$ cat src/rtl/program_loader_pkg.sv
`default_nettype none
// ============================================================================
// Module      : program_loader_pkg
// Description : Shared constants for the boot loader and the fetch path:
//               instruction memory base/depth and the loader state encoding.
// Revision    : 1.0 - initial release
// ============================================================================
package program_loader_pkg;

    // Byte address of instruction word 0; the fetch path subtracts the same base.
    localparam logic [31:0] c_TEXT_DEFAULT  = 32'h0040_0000;
    // Instruction memory depth in words.
    localparam int          c_DEPTH_DEFAULT = 256;

    // Loader state encoding (7 states, 3 bits).
    localparam logic [2:0] c_ST_LEN0  = 3'd0;
    localparam logic [2:0] c_ST_LEN1  = 3'd1;
    localparam logic [2:0] c_ST_DATA  = 3'd2;
    localparam logic [2:0] c_ST_WRITE = 3'd3;
    localparam logic [2:0] c_ST_CSUM  = 3'd4;
    localparam logic [2:0] c_ST_DONE  = 3'd5;
    localparam logic [2:0] c_ST_ERROR = 3'd6;

    // States in which the loader consumes bytes from the receiver.
    function automatic logic accepts_bytes(input logic [2:0] st);
        return (st == c_ST_LEN0) || (st == c_ST_LEN1) ||
               (st == c_ST_DATA) || (st == c_ST_CSUM);
    endfunction

endpackage
`default_nettype wire

$ cat src/rtl/program_loader_word_assembler.sv
`default_nettype none
// ============================================================================
// Module      : word_assembler
// Description : Packs four bytes (LSB first) into a little-endian 32-bit word.
//               o_word_full flags the byte that completes a word.
// Revision    : 1.0 - initial release
// ============================================================================
module word_assembler (
    input  logic        clk,
    input  logic        rst,
    input  logic        i_clear,
    input  logic        i_byte_valid,
    input  logic [7:0]  i_byte,
    output logic [31:0] o_word,
    output logic        o_word_full
);

    logic [1:0]  r_cnt;
    logic [31:0] r_word;

    // Shift each new byte in from the top so byte 0 ends up in bits [7:0].
    always_ff @(posedge clk) begin
        if (rst || i_clear) begin
            r_cnt  <= 2'd0;
            r_word <= 32'd0;
        end else if (i_byte_valid) begin
            r_cnt  <= r_cnt + 2'd1;
            r_word <= {i_byte, r_word[31:8]};
        end
    end

    assign o_word      = r_word;
    assign o_word_full = i_byte_valid && (r_cnt == 2'd3);

endmodule
`default_nettype wire

$ cat src/rtl/program_loader.sv
`default_nettype none
// ============================================================================
// Module      : program_loader
// Description : Boot-time loader. Receives a length-prefixed byte frame,
//               writes little-endian words to instruction memory at TEXT+4*i,
//               verifies an 8-bit data checksum and releases the core.
// Revision    : 1.0 - initial release
// ============================================================================
module program_loader
    import program_loader_pkg::*;
#(
    parameter logic [31:0] TEXT  = c_TEXT_DEFAULT,
    parameter int          DEPTH = c_DEPTH_DEFAULT
) (
    input  logic        clock,
    input  logic        reset,
    input  logic [7:0]  rx_data,
    input  logic        rx_valid,
    output logic        rx_ready,
    input  logic        start,
    output logic        imem_we,
    output logic [31:0] imem_addr,
    output logic [31:0] imem_wdata,
    output logic        cpu_reset,
    output logic        busy,
    output logic        done,
    output logic        error
);

    localparam logic [15:0] c_DEPTH16 = 16'(DEPTH);

    logic [2:0]  r_state;
    logic [15:0] r_len;
    logic [8:0]  r_idx;
    logic [7:0]  r_sum;

    logic        w_accept;
    logic        w_byte_valid;
    logic        w_word_full;
    logic [31:0] w_word;
    logic [15:0] w_len_full;
    logic [8:0]  w_idx_next;
    logic        w_last_word;

    assign w_accept     = rx_valid && rx_ready;
    assign w_byte_valid = w_accept && (r_state == c_ST_DATA);
    assign w_len_full   = {rx_data, r_len[7:0]};
    assign w_idx_next   = r_idx + 9'd1;
    assign w_last_word  = ({7'd0, w_idx_next} == r_len);

    // Data-byte packing; a start pulse also discards any partial word.
    word_assembler u_word_assembler (
        .clk          (clock),
        .rst          (reset),
        .i_clear      (start),
        .i_byte_valid (w_byte_valid),
        .i_byte       (rx_data),
        .o_word       (w_word),
        .o_word_full  (w_word_full)
    );

    // Frame sequencing; start/reset abort everything and discard a same-cycle byte.
    always_ff @(posedge clock) begin
        if (reset || start) begin
            r_state <= c_ST_LEN0;
            r_len   <= 16'd0;
            r_idx   <= 9'd0;
            r_sum   <= 8'd0;
        end else begin
            case (r_state)
                c_ST_LEN0: begin
                    if (w_accept) begin
                        r_len[7:0] <= rx_data;
                        r_state    <= c_ST_LEN1;
                    end
                end
                c_ST_LEN1: begin
                    if (w_accept) begin
                        r_len[15:8] <= rx_data;
                        if (w_len_full > c_DEPTH16) begin
                            r_state <= c_ST_ERROR;
                        end else if (w_len_full == 16'd0) begin
                            r_state <= c_ST_CSUM;
                        end else begin
                            r_state <= c_ST_DATA;
                        end
                    end
                end
                c_ST_DATA: begin
                    if (w_accept) begin
                        r_sum <= r_sum + rx_data;
                        if (w_word_full) begin
                            r_state <= c_ST_WRITE;
                        end
                    end
                end
                c_ST_WRITE: begin
                    r_idx   <= w_idx_next;
                    r_state <= w_last_word ? c_ST_CSUM : c_ST_DATA;
                end
                c_ST_CSUM: begin
                    if (w_accept) begin
                        r_state <= (rx_data == r_sum) ? c_ST_DONE : c_ST_ERROR;
                    end
                end
                c_ST_DONE:  r_state <= c_ST_DONE;
                c_ST_ERROR: r_state <= c_ST_ERROR;
                default:    r_state <= c_ST_LEN0;
            endcase
        end
    end

    // Every output is a decode of registered state, so rx_valid never reaches an output.
    always_comb begin
        rx_ready   = accepts_bytes(r_state);
        imem_we    = (r_state == c_ST_WRITE);
        imem_addr  = TEXT + {21'd0, r_idx, 2'b00};
        imem_wdata = imem_we ? w_word : 32'd0;
        busy       = (r_state != c_ST_DONE) && (r_state != c_ST_ERROR);
        done       = (r_state == c_ST_DONE);
        error      = (r_state == c_ST_ERROR);
        cpu_reset  = (r_state != c_ST_DONE);
    end

endmodule
`default_nettype wire

$ cat config.mk
export PLATFORM = sky130hd
export DESIGN_NAME = program_loader
export DESIGN_NICKNAME = d
export VERILOG_FILES = /design/src/rtl/program_loader_pkg.sv /design/src/rtl/program_loader_word_assembler.sv /design/src/rtl/program_loader.sv
export SDC_FILE = /design/constraint.sdc
export NUM_CORES = 1
export LEC_CHECK = 0
export ABC_AREA = 1
export BUFFER_PORTS_ARGS = -buffer_cell sky130_fd_sc_hd__buf_2
export CAP_MARGIN = 30
export CORE_MARGIN = 2
export CORE_UTILIZATION = 45
export DETAILED_ROUTE_END_ITERATION = 12
export PLACE_DENSITY = 0.7
export SLEW_MARGIN = 20
export SYNTH_ARGS = -nofsm -noshare
export SYNTH_HDL_FRONTEND = slang
export SYNTH_SLANG_ARGS = --single-unit
$ cat constraint.sdc
create_clock -name clock -period 3.3 [get_ports clock]
set_clock_uncertainty 0.15 [all_clocks]
set_input_delay 0 -clock clock [delete_from_list [all_inputs] [get_ports clock]]
set_output_delay 0 -clock clock [all_outputs]
set_load 0.02 [all_outputs]
==> flow_summary_export.csv <==
group,metric,value,unit
run_status,outcome,"finished clean",
global_route,grt_pass1_wl,14.10,mm
pwr,post-layout-total-power,1.779,mW
sta,slew_headroom,62.58,%
floorplanning,chipWidth,93.77,µm
hold_path,min_path_cells,5,
sta,rsz0062_at_grt,"no",
setup_path,r2r_end,"r_sum[6]",
detailed_routing,viasPerCell,4.927,
synth,ys_seq_area_share,38.65,%
setup_path,worst_ep_arrival_time,2110,ps
clock_tree,htree_num_levels,3,
pwr,part_of_the_power_in_combinational_logic,8.1,%
finish,drive_gt1_share,14.45,%
sta,setup_slack,1036,ps
finish,nNetsFinal,612,
setup_path,max_stage_delay,450,ps
setup_path,required,3150,ps
hold_path,holdPathEnd,"u_word_assembler.o_word[29]",
pwr,total_leakage_power,1.842,nW
clock_tree,cts_tree,"built",
global_route,grt_use_met3,2.809,%
sta,final.min_clock_period,2264,ps
clock_tree,skew_pair_late_insertion_delay,340,ps
global_route,global_route.usage.total,20.04,%
global_route,grt_overflow,0,
synth,netlist.area_leader.share,38.65,%
hold_path,min-delay-path-class,"in -> reg",
finish,n_fill_cell,774,
detailed_routing,antenna_left,0,
synth,yosys.area.top_type,"dfxtp_1",
placement,place_hpwl,6.037,mm
synth,dominant_register_cell_in_the_synthesized_netlist,"dfxtp_1",
run,maxCapViolations,0,
pwr,power.ir.vdd_worst,204.8,µV
detailed_routing,drt-initial-drc-count,158,
clock_tree,cts_root_cell,"clkbuf_8",
synth,syn_inst,530,
setup_path,worstReg2RegStart,"r_sum[0]",
synth,synthMostInstantiatedCell,"inv_1",
setup_path,worstPathCellList,"nand2_1 > nor2_1 > buf_4 > inv_1 > buf_4 > nor2_1 > buf_2",
setup_path,worst-r2r-cell-count,9,
floorplanning,die_area,8792,µm²
global_route,first_global_vias,3208,
detailed_routing,wirelength,8.513,mm
detailed_routing,detail_route.wl_per_cell,12.21,µm
synth,synthArstFlopShare,0,%
setup_path,crit_slowest_cell,"dfxtp_1",
pwr,switching_power,0.4553,mW
synth,synth.cell_area,3626,µm²
placement,gp_congestion,0.9328,
sta,timing_worst_slew_pin_value,560.6,ps
detailed_routing,detailroute.via_count,3434,
detailed_routing,detail_route.first_pass.iterations,4,
floorplanning,floorplan.initialDensity,46.68,%
floorplanning,die_height,93.77,µm
clock_tree,bufs_on_longest_clock_path,2,
finish,synthToLayoutAreaGrowth,16.22,%
synth,number_of_enable_flip_flop_cells_after_synthesis,0,
sta,final_min_period_over_clock_period,68.61,%
clock_tree,cts_inserted_buffers,9,
clock_tree,clock_sinks,70,
sta,hold_violations,0,
floorplanning,ios,82,
clock_tree,cts.reportedPaths.clkPinSlew,80,ps
synth,synth_top_cells_by_count,"inv_1 (79), nor2_1 (77), dfxtp_1 (70), o21ai_0 (70), a21oi_1 (65)",
synth,ys_seq_elements,70,
pwr,seqPwrFrac,48.4,%
placement,number_of_i_o_port_buffers,58,
sta,setup_viol_count_final,0,
pwr,clock_network_fraction_of_total_power,43.5,%
setup_path,critPathMaxFanout,20,
pwr,p_int,1.324,mW
setup_path,startpoint,"r_state[0]",
sta,slew_viol_final,0,
setup_path,regToRegSetupSlack,1090,ps
detailed_routing,drc,0,
setup_path,worstSetupEndpointType,"output port",
pwr,p_sw_share,25.59,%
sta,final.setup.tns,0,ps
hold_path,worst_hold_startpoint,"reset",
floorplanning,row_count,32,
sta,max_clock_freq,441.7,MHz
placement,dp_slack,1138,ps
finish,n_antenna_cell,0,
global_route,grt_antenna_before_repair,0,
setup_path,setup.worst_path.class,"reg -> out",
global_route,groute.layer.met2.usage,32.32,%
synth,ys_types,30,
global_route,grt_start_max_net_pins,64,
synth,postSynthAreaPerCell,6.841,µm²
global_route,busiest_layer,"met2",
setup_path,startpoint_type,"flop",
synth,synth-warning-count,0,
global_route,globalRouteMet1Util,26.10,%
pwr,power.density_cell_area,422.2,nW/µm²
floorplanning,core-area,7767,µm²
synth,synth.top_cells.by_area,"dfxtp_1 (39%), o21ai_0 (9.7%), a21oi_1 (9.0%)",
[layer usage]
metal  part of all wire [%]  wire length (µm)  vias to the layer above
met4                    2.3               197                        0
met3                    5.6               475                       19
met5                      0                 0                        -
met1                     46              3920                     1530
met2                     46              3921                      104
li1                       -                 -                     1781
[cells in the final DEF, fill, tap and decap left out, types with 2 or more instances in the layout]
master         synthesis  layout
bufinv_16              0       2
buf_2                  6      58
ha_1                   9       9
nor2_1                77      76
o21bai_1               3       3
conb_1                 2      23
nand3_1               18      18
dfxtp_1               70      70
buf_4                 23       4
o21ai_0               70      70
nor3_1                 3       3
o211ai_1               3       3
nor4_1                 2       2
clkinvlp_4             0       2
dlygate4sd3_1          0       9
o21a_1                 2       2
xor2_1                 5       5
clkbuf_8               0       9
nand2_1               63      62
a21oi_1               65      65
nand4_1                4       4
nand2_2                2       3
inv_1                 79      79
[metrics by stage]
| step | util, % | hold slack [ps] | instance area, µm² | instances |
|---|---|---|---|---|
| final | 54.25 | 125.0 | 4214 | 697 |
| after global routing | 54.25 | 159.5 | 4214 | 697 |
| after CTS | 54.25 | 120.1 | 4214 | 697 |
| after detailed placement | 50.24 | 210.8 | 3902 | 672 |
| after global placement | 50.24 | 192.5 | 3902 | 672 |
| after floorplan | - | -15.10 | 3705 | 551 |
[sequential cells by signal, indices dropped and copies added (netlist names)]
signal                   count
u_word_assembler.o_word     32
r_len                       16
r_state                      3
r_sum                        8
r_idx                        9
u_word_assembler.r_cnt       2
[cells by family after synthesis]
| group | share of synthesized area [%] |
|---|---|
| AO/OA/AOI/OAI | 21.01 |
| XOR/XNOR | 1.449 |
| flip-flops | 38.65 |
| other | 0.2071 |
| adder cells (fa/ha/maj) | 3.658 |
| AND/OR/NAND/NOR | 19.70 |
| buffers and inverters | 15.32 |
[cell type report]
type | instances | area [µm²] | area share, %
tap | 102 | 127.6 | 3.028
inverter | 80 | 300.3 | 7.126
clock inverter | 7 | 97.59 | 2.316
sequential | 70 | 1401 | 33.25
multi-input combinational | 358 | 1753 | 41.60
clock buffer | 9 | 123.9 | 2.939
timing repair buffer | 71 | 410.4 | 9.739
[power by group through the flow]
stage	logic [mW]	clock network [mW]	registers, mW
6_report	0.144	0.774	0.861
5_1_grt	0.163	0.826	0.863
4_1_cts	0.142	0.786	0.861
3_5_place_dp	0.134	0	0.881
3_3_place_gp	0.132	0	0.880
2_1_floorplan	0.120	0	0.879
[critical path: cells and delay by family, from the launching register on]
family        cells  cell delay (ps)
buf+inv           4              980
simple gates      3              340
flops             1              450
[how the worst max path moves through the flow]
| stage | end | slack, ps | depth (start not counted) |
|---|---|---|---|
| finish | imem_wdata[15] | 1040 | 7 |
| global route | imem_wdata[23] | 810 | 7 |
| CTS | imem_wdata[15] | 1030 | 7 |
| detailed placement | r_sum[6] | 1140 | 9 |
| global placement | r_sum[6] | 1220 | 9 |
| floorplan | r_state[1] | 1360 | 13 |
[timing repair]
item                      4_1_cts  5_1_grt
hold buffers                    9        0
setup buffers                   0        0
hold endpoints to repair       27        0
gates resized for setup         0        0
Note: power is estimated with default switching activity, not from simulation.
